File: config.mk
export PLATFORM = sky130hd
export DESIGN_NAME = pipelined_rca
export DESIGN_NICKNAME = d
export VERILOG_FILES = /design/src/rtl/pipelined_rca_pkg.sv /design/src/rtl/pipelined_rca_rca_slice.sv /design/src/rtl/pipelined_rca.sv
export SDC_FILE = /design/constraint.sdc
export NUM_CORES = 1
export LEC_CHECK = 0
export ABC_AREA = 1
export CAP_MARGIN = 30
export CORE_MARGIN = 10
export CORE_UTILIZATION = 35
export CTS_CLUSTER_DIAMETER = 40
export DETAILED_ROUTE_END_ITERATION = 10
export DONT_BUFFER_PORTS = 1
export HOLD_SLACK_MARGIN = 0.08
export PLACE_DENSITY_LB_ADDON = 0.12
export SKIP_CTS_REPAIR_TIMING = 1
export SLEW_MARGIN = 20
export SYNTH_ARGS = -nofsm -noshare
export SYNTH_HDL_FRONTEND = slang
export SYNTH_SLANG_ARGS = --single-unit
export TNS_END_PERCENT = 5
File: constraint.sdc
create_clock -name clk -period 2.9 [get_ports clk]
set_input_delay 0.29 -clock clk [delete_from_list [all_inputs] [get_ports clk]]
set_output_delay 0.29 -clock clk [all_outputs]
set_load 0.02 [all_outputs]
File: src/rtl/pipelined_rca_pkg.sv
// rtl/pipelined_rca_pkg.sv - shared sizing constants for the pipelined ripple-carry adder
package pipelined_rca_pkg;

    localparam int DEFAULT_N      = 16;
    localparam int DEFAULT_STAGES = 4;
    localparam int DEFAULT_W      = DEFAULT_N / DEFAULT_STAGES;

endpackage

File: src/rtl/pipelined_rca_rca_slice.sv
// rtl/pipelined_rca_rca_slice.sv - combinational W-bit ripple-carry adder slice
module rca_slice
    import pipelined_rca_pkg::*;
#(
    parameter int W = DEFAULT_W
) (
    input  logic [W-1:0] a_i,
    input  logic [W-1:0] b_i,
    input  logic         cin_i,
    output logic [W-1:0] sum_o,
    output logic         cout_o
);

    logic [W:0] carry;

    always_comb begin
        carry    = '0;
        sum_o    = '0;
        carry[0] = cin_i;
        for (int i = 0; i < W; i++) begin
            sum_o[i]     = a_i[i] ^ b_i[i] ^ carry[i];
            carry[i + 1] = (a_i[i] & b_i[i]) | (carry[i] & (a_i[i] ^ b_i[i]));
        end
        cout_o = carry[W];
    end

endmodule

File: src/rtl/pipelined_rca.sv
// rtl/pipelined_rca.sv - N-bit add/subtract split into STAGES registered ripple slices
// Each stage consumes the low slice of the still-pending operands and appends its sum slice.
module pipelined_rca
    import pipelined_rca_pkg::*;
#(
    parameter int N      = DEFAULT_N,
    parameter int STAGES = DEFAULT_STAGES
) (
    input  logic         clk,
    input  logic         rst_n,
    input  logic         in_valid,
    output logic         in_ready,
    input  logic [N-1:0] a,
    input  logic [N-1:0] b,
    input  logic         cin,
    input  logic         sub,
    output logic         out_valid,
    input  logic         out_ready,
    output logic [N-1:0] sum,
    output logic         cout,
    output logic         ovf
);

    localparam int W = N / STAGES;

    if (N % STAGES != 0) begin : g_bad_cfg
        $error("pipelined_rca: N must be a multiple of STAGES");
    end

    logic         advance;
    logic [N-1:0] b_eff;
    logic         c0;

    assign b_eff = b ^ {N{sub}};
    assign c0    = cin ^ sub;

    for (genvar k = 0; k < STAGES; k++) begin : g_stg
        localparam int REM = N - k * W;

        logic [REM-1:0]       op_a;
        logic [REM-1:0]       op_b;
        logic                 c_in;
        logic                 v_in;
        logic [W-1:0]         s_slice;
        logic                 c_slice;
        logic [(k+1)*W-1:0]   sum_d;
        logic [(k+1)*W-1:0]   sum_q;
        logic                 carry_q;
        logic                 valid_q;

        if (k == 0) begin : g_head
            assign op_a  = a;
            assign op_b  = b_eff;
            assign c_in  = c0;
            assign v_in  = in_valid;
            assign sum_d = s_slice;
        end else begin : g_tail
            assign op_a  = g_stg[k-1].g_fwd.rem_a_q;
            assign op_b  = g_stg[k-1].g_fwd.rem_b_q;
            assign c_in  = g_stg[k-1].carry_q;
            assign v_in  = g_stg[k-1].valid_q;
            assign sum_d = {s_slice, g_stg[k-1].sum_q};
        end

        rca_slice #(.W(W)) u_slice (
            .a_i    (op_a[W-1:0]),
            .b_i    (op_b[W-1:0]),
            .cin_i  (c_in),
            .sum_o  (s_slice),
            .cout_o (c_slice)
        );

        always_ff @(posedge clk or negedge rst_n) begin
            if (!rst_n) begin
                valid_q <= 1'b0;
                carry_q <= 1'b0;
                sum_q   <= '0;
            end else if (advance) begin
                valid_q <= v_in;
                carry_q <= c_slice;
                sum_q   <= sum_d;
            end
        end

        if (k < STAGES - 1) begin : g_fwd
            // Unconsumed operand bits travel alongside their transaction; no reset needed.
            logic [REM-W-1:0] rem_a_q;
            logic [REM-W-1:0] rem_b_q;

            always_ff @(posedge clk) begin
                if (advance) begin
                    rem_a_q <= op_a[REM-1:W];
                    rem_b_q <= op_b[REM-1:W];
                end
            end
        end else begin : g_last
            logic ovf_q;

            always_ff @(posedge clk or negedge rst_n) begin
                if (!rst_n) begin
                    ovf_q <= 1'b0;
                end else if (advance) begin
                    ovf_q <= (op_a[REM-1] == op_b[REM-1]) && (s_slice[W-1] != op_a[REM-1]);
                end
            end
        end
    end

    assign advance   = !g_stg[STAGES-1].valid_q || out_ready;
    assign in_ready  = advance;
    assign out_valid = g_stg[STAGES-1].valid_q;
    assign sum       = g_stg[STAGES-1].sum_q;
    assign cout      = g_stg[STAGES-1].carry_q;
    assign ovf       = g_stg[STAGES-1].g_last.ovf_q;

endmodule

* Yosys cells after proc, flatten, opt, wreduce, memory -nomap -nowiden *
Cells that the tools add are included.

word-level totals
  register bits = 97
  bits in latches = 0
  bits in writable memories = 0
  bits in read-only memories = 0
  input port bits = 38
  output and inout bits = 20
  word-level logic and storage cells = 106
  memories = 0

cells by class
  add/subtract/negate cells = 0
  multiply operators = 0
  divide/modulo/power cells = 0
  order comparisons = 0
  eq/ne operators = 2
  shift-type cells = 0
  muxes and demuxes = 0
  bitwise gates (word level) = 82
  reduce and logical (&&, ||, !) cells = 3

operators with widths
  cell                   number
  bitwise XOR 1 bit      33
  AND 1 bit              32
  bitwise OR 1 bit       16
  bitwise XOR 16 bit     1
  equality test 1 bit    1
  logical AND 1 bit      1
  zero test 1 bit        1
  logical OR 1 bit       1
  inequality test 1 bit  1

* Depth between registers and ports, before layout *
  depth in word-level cells = 10
  gate-level depth with buffers = 12
  gate-level depth less buffers = 10

* By module *
Synthesis repeated with hierarchy kept, for this count alone.

unflattened totals
  cells, all modules = 328
  area, all modules = 3,948.8 sq um

modules (own cells, without submodules)
  module         instances  cells an instance  area an instance (sq um)
  pipelined_rca  1          272                3,478.3
  rca_slice      4          14                 117.6

* Worst setup path after synthesis *
OpenSTA, ideal clock, no wires.

  path kind = input to register
  from = input port sub
  to = register g_stg[0].sum_q[3]
  library setup time = 0.126 ns
  data arrival time = 2.334 ns
  setup slack = 0.440 ns
  stages = 12
  cells stage by stage = buf_4 buf_4 xnor2_1 fa_1 inv_1 fa_1 inv_1 fa_1 inv_1 fa_1 nand2_1 o21ai_0

on the way
  cells in the longest elaborated chain, start to end = 9
  elaborated cells between the ends (all ways) = 16
  those cells by class = 16 x bitwise

ends and longest elaborated chain
  element                  RTL line                       text
  start, declared          pipelined_rca.sv:16            input logic sub,
  bitwise XOR 16 bit       pipelined_rca.sv:34            assign b_eff = b ^ {N{sub}};
  bitwise XOR 1 bit        pipelined_rca_rca_slice.sv:22  carry[i + 1] = (a_i[i] & b_i[i]) | (carry[i] & (a_i[i] ^ b_i[i]));
  AND 1 bit                pipelined_rca_rca_slice.sv:22
  bitwise OR 1 bit         pipelined_rca_rca_slice.sv:22
  AND 1 bit                pipelined_rca_rca_slice.sv:22
  bitwise OR 1 bit         pipelined_rca_rca_slice.sv:22
  AND 1 bit                pipelined_rca_rca_slice.sv:22
  bitwise OR 1 bit         pipelined_rca_rca_slice.sv:22
  bitwise XOR 1 bit (*)    pipelined_rca_rca_slice.sv:21  sum_o[i] = a_i[i] ^ b_i[i] ^ carry[i];
  via g_stg[0].s_slice[3]  pipelined_rca.sv:44            logic [W-1:0] s_slice;
  end signal, assigned     pipelined_rca.sv:81            sum_q <= sum_d;
  end, declared            pipelined_rca.sv:47            logic [(k+1)*W-1:0] sum_q;

The timed path passes the listed nets; every way through them passes the cells marked *.
A chain may end at the register's enable or synchronous reset.

* Final worst setup path *
  from = register g_stg[2].carry_q
  to = register g_stg[3].g_last.ovf_q, in the netlist ovf

on the way
  cells in the longest elaborated chain, start to end = 9

ends and longest elaborated chain
  element                 RTL line                       text
  start, declared         pipelined_rca.sv:48            logic carry_q;
  start signal, assigned  pipelined_rca.sv:80            carry_q <= c_slice;
  AND 1 bit               pipelined_rca_rca_slice.sv:22
  bitwise OR 1 bit        pipelined_rca_rca_slice.sv:22
  AND 1 bit               pipelined_rca_rca_slice.sv:22
  bitwise OR 1 bit        pipelined_rca_rca_slice.sv:22
  AND 1 bit               pipelined_rca_rca_slice.sv:22
  bitwise OR 1 bit        pipelined_rca_rca_slice.sv:22
  bitwise XOR 1 bit       pipelined_rca_rca_slice.sv:21
  inequality test 1 bit   pipelined_rca.sv:103           ovf_q <= (op_a[REM-1] == op_b[REM-1]) && (s_slice[W-1] != op_a[REM-1]);
  logical AND 1 bit       pipelined_rca.sv:103
  end signal, assigned    pipelined_rca.sv:103
  end, declared           pipelined_rca.sv:97            logic ovf_q;

Every way passes these cells.

==> results.md <==
- Hold_ws: 129 ps
- All-Layer GR Usage: 9.22%
- Num ports: 58
- Mapped Avg Cell Area: 12.6 µm²
- Synth top area share: 37.2%
- Die height: 125 µm
- Routability cong.: 0.732
- Final wirelength: 6950 µm
- Post-Syn Nets: 361
- Pwr Density: 967 mW/mm²
- Crit path kind: flop to flop
- Total power: 4.20 mW
- Seq/Total Area, Yosys: 68.9%
- Net Sw Frac: 35.5%
- Yosys top cell by area: edfxtp_1
- Grt ovf: 0
- Crit path from: g_stg[2].carry_q
- Cell Area, Placed: 0.00401 mm²
- Hold EP: g_stg[0].g_fwd.rem_b_q[9]
- Post-Place Setup Slack: 579 ps
- Critical path capture point type: flop
- Number of I/O port buffers: 0
- Asr flop ratio synth: 50.5%
- Hold path startpoint: b[13]
- Leakage: 1.93 nW
- Min cycle time layout: 2320 ps
- Via count: 1989
- # nets final: 378
- Initial DRC Count: 131
- Most common cell after layout, fill and taps aside: nand2_1
- Die X-Extent: 125 µm
- Hold Path Cell Cnt: 1
- Final hold vios: 0
- DR WL/cell: 14.8 µm
- Clk_lat worst skew: 360 ps
- Worst-Margin Slew: 567 ps
- Synth Cell Area: 0.00387 mm²
- VDD IR max: 0.308 mV
- Number of core rows: 38
- Core ar.: 0.0108 mm²
- Setup TNS: 0 ps
- Reg clk slew, reported paths: 90 ps
- Vias per cell: 4.25
- Power share of the combinational group: 22.8%
- Reg-to-reg startpoint: g_stg[2].carry_q
- Worst hold path class: input port to flop
- Final WS setup: 582 ps
- Largest net degree at the start of global routing: 60
- Int Pwr: 2.71 mW
- Root Buffer: clkbuf_8
- Seq cells post-synth: 97
- CP required: 3150 ps
- Most frequent cells in the layout: 113 x nand2_1, 49 x dfrtp_1, 48 x edfxtp_1, 30 x inv_1
- Status: completed
- Critical R2R Capture: ovf
- Crit-path max FO: 2
- Max-Cap Viols: 0
- Final instance area: 0.00435 mm²
- Startpoint types: flop
- Initial antenna violation count: 0
- Layout area overhead: 12.3%
- Achievable Freq: 431 MHz
- Max Slew Vio Count: 0
- Net Switching: 1.49 mW
- Sequential Power Share: 58.4%
- Post-synthesis instance total: 306
- Post-synthesis cell type count: 15
- Vias in the first global route: 2105
- DRT antenna net count: 0
- Clk buf depth: 2
- DP HPWL: 4470 µm
- Period utilization: 79.9%
- TritonCTS Sinks: 97
- TritonCTS clock tree: done
- Layout cell share with drive strength beyond 1: 6.40%
- First-pass GRT wire length: 11600 µm
- Max H-tree Level: 3
- Initial cell density of the core: 35.7%
- Clock power frac: 18.8%
- Path depth of the worst reg2reg path: 10
- Initial DRT Pass Iterations: 4
- Top FF cell, synth: dfrtp_1
- Clk_skew: 10.6 ps
- Worst reg2reg setup slack: 580 ps
- # diodes: 0
- Critical Path AT: 2570 ps
- Synth Warn #: 0
- Total CTS buffers: 9
- Slew HR: 62.2%
- RSZ-0062 raised after global routing: false
- Die area: 0.0157 mm²
- Post-synth EDFFs: 48
- DRC Markers: 0
- Most area-consuming cells after synthesis: edfxtp_1 37%, dfrtp_1 32%, nand2_1 11%
- Final setup violation count: 0
-- critical path, stage by stage (launching register included) --
cell and delay (ps):
dfrtp_1 410, fa_1 420, inv_1 70, fa_1 150, inv_1 60, fa_1 360, inv_1 70, fa_1 430
xnor2_1 140, nand2_1 60, nand2_1 40
-- worst max path at each step --
stage                   endpoint  slack [ps]  cells past startpoint
6_report                     ovf         580                     10
4_1_cts                      ovf         560                     10
3_5_place_dp                 ovf         580                     10
2_1_floorplan  g_stg[0].sum_q[3]         440                     12
3_3_place_gp                 ovf         640                     10
5_1_grt                      ovf         440                     10
-- power by group through the flow --
| stage | clock network [mW] | registers (mW) | logic [mW] |
|---|---|---|---|
| after floorplan | 0 | 2.41 | 0.746 |
| after global placement | 0 | 2.49 | 0.928 |
| after detailed placement | 0 | 2.50 | 0.955 |
| after CTS | 0.824 | 2.47 | 0.962 |
| after global routing | 0.883 | 2.53 | 1.17 |
| final | 0.791 | 2.45 | 0.958 |
-- per-layer routing --
metal	global-route usage, %	vias up	share of wire (%)	routed length, µm
met5	0	-	0	0
met4	4.88	0	1.9	134
met3	3.30	9	6.2	430
met2	13.6	39	46	3210
met1	11.6	957	46	3170
li1	-	984	-	-
-- cell families after synthesis --
group / count (synthesis) / synth area share, %
and+or+nand+nor: 115 / 11.3
AOI/OAI and AO/OA: 16 / 2.07
xor gates and xnor gates: 18 / 4.07
adders and majority gates: 17 / 8.60
buffers and inverters: 43 / 4.98
DFF: 97 / 68.9
-- state kept, by name (all words and copies together), names as in the netlist --
signal / count
cout: 1
g_stg.g_fwd.rem_b_q: 24
g_stg.valid_q: 3
sum: 16
g_stg.sum_q: 24
out_valid: 1
g_stg.carry_q: 3
ovf: 1
g_stg.g_fwd.rem_a_q: 24
-- layout make-up --
class | count | area [µm²]
clock buffer | 10 | 128
clock inverter | 6 | 45.0
fill | 1039 | 6490
inverter | 31 | 118
multi-input combinational | 166 | 1010
sequential | 97 | 2670
tap | 140 | 175
timing repair buffer | 18 | 203
-- synth_stat cells, types with 4 or more instances --
cell type,instances
buf_2,7
buf_4,4
dfrtp_1,49
edfxtp_1,48
fa_1,16
inv_1,30
nand2_1,113
o21ai_0,16
xnor2_1,4
xor2_1,14
-- stage by stage --
stage          utilization [%]  std cells
6_report                  40.1        468
3_5_place_dp              36.9        437
3_3_place_gp              36.9        437
5_1_grt                   40.1        468
2_1_floorplan                -        306
4_1_cts                   38.5        453
Power figures use the tool's default switching activity.
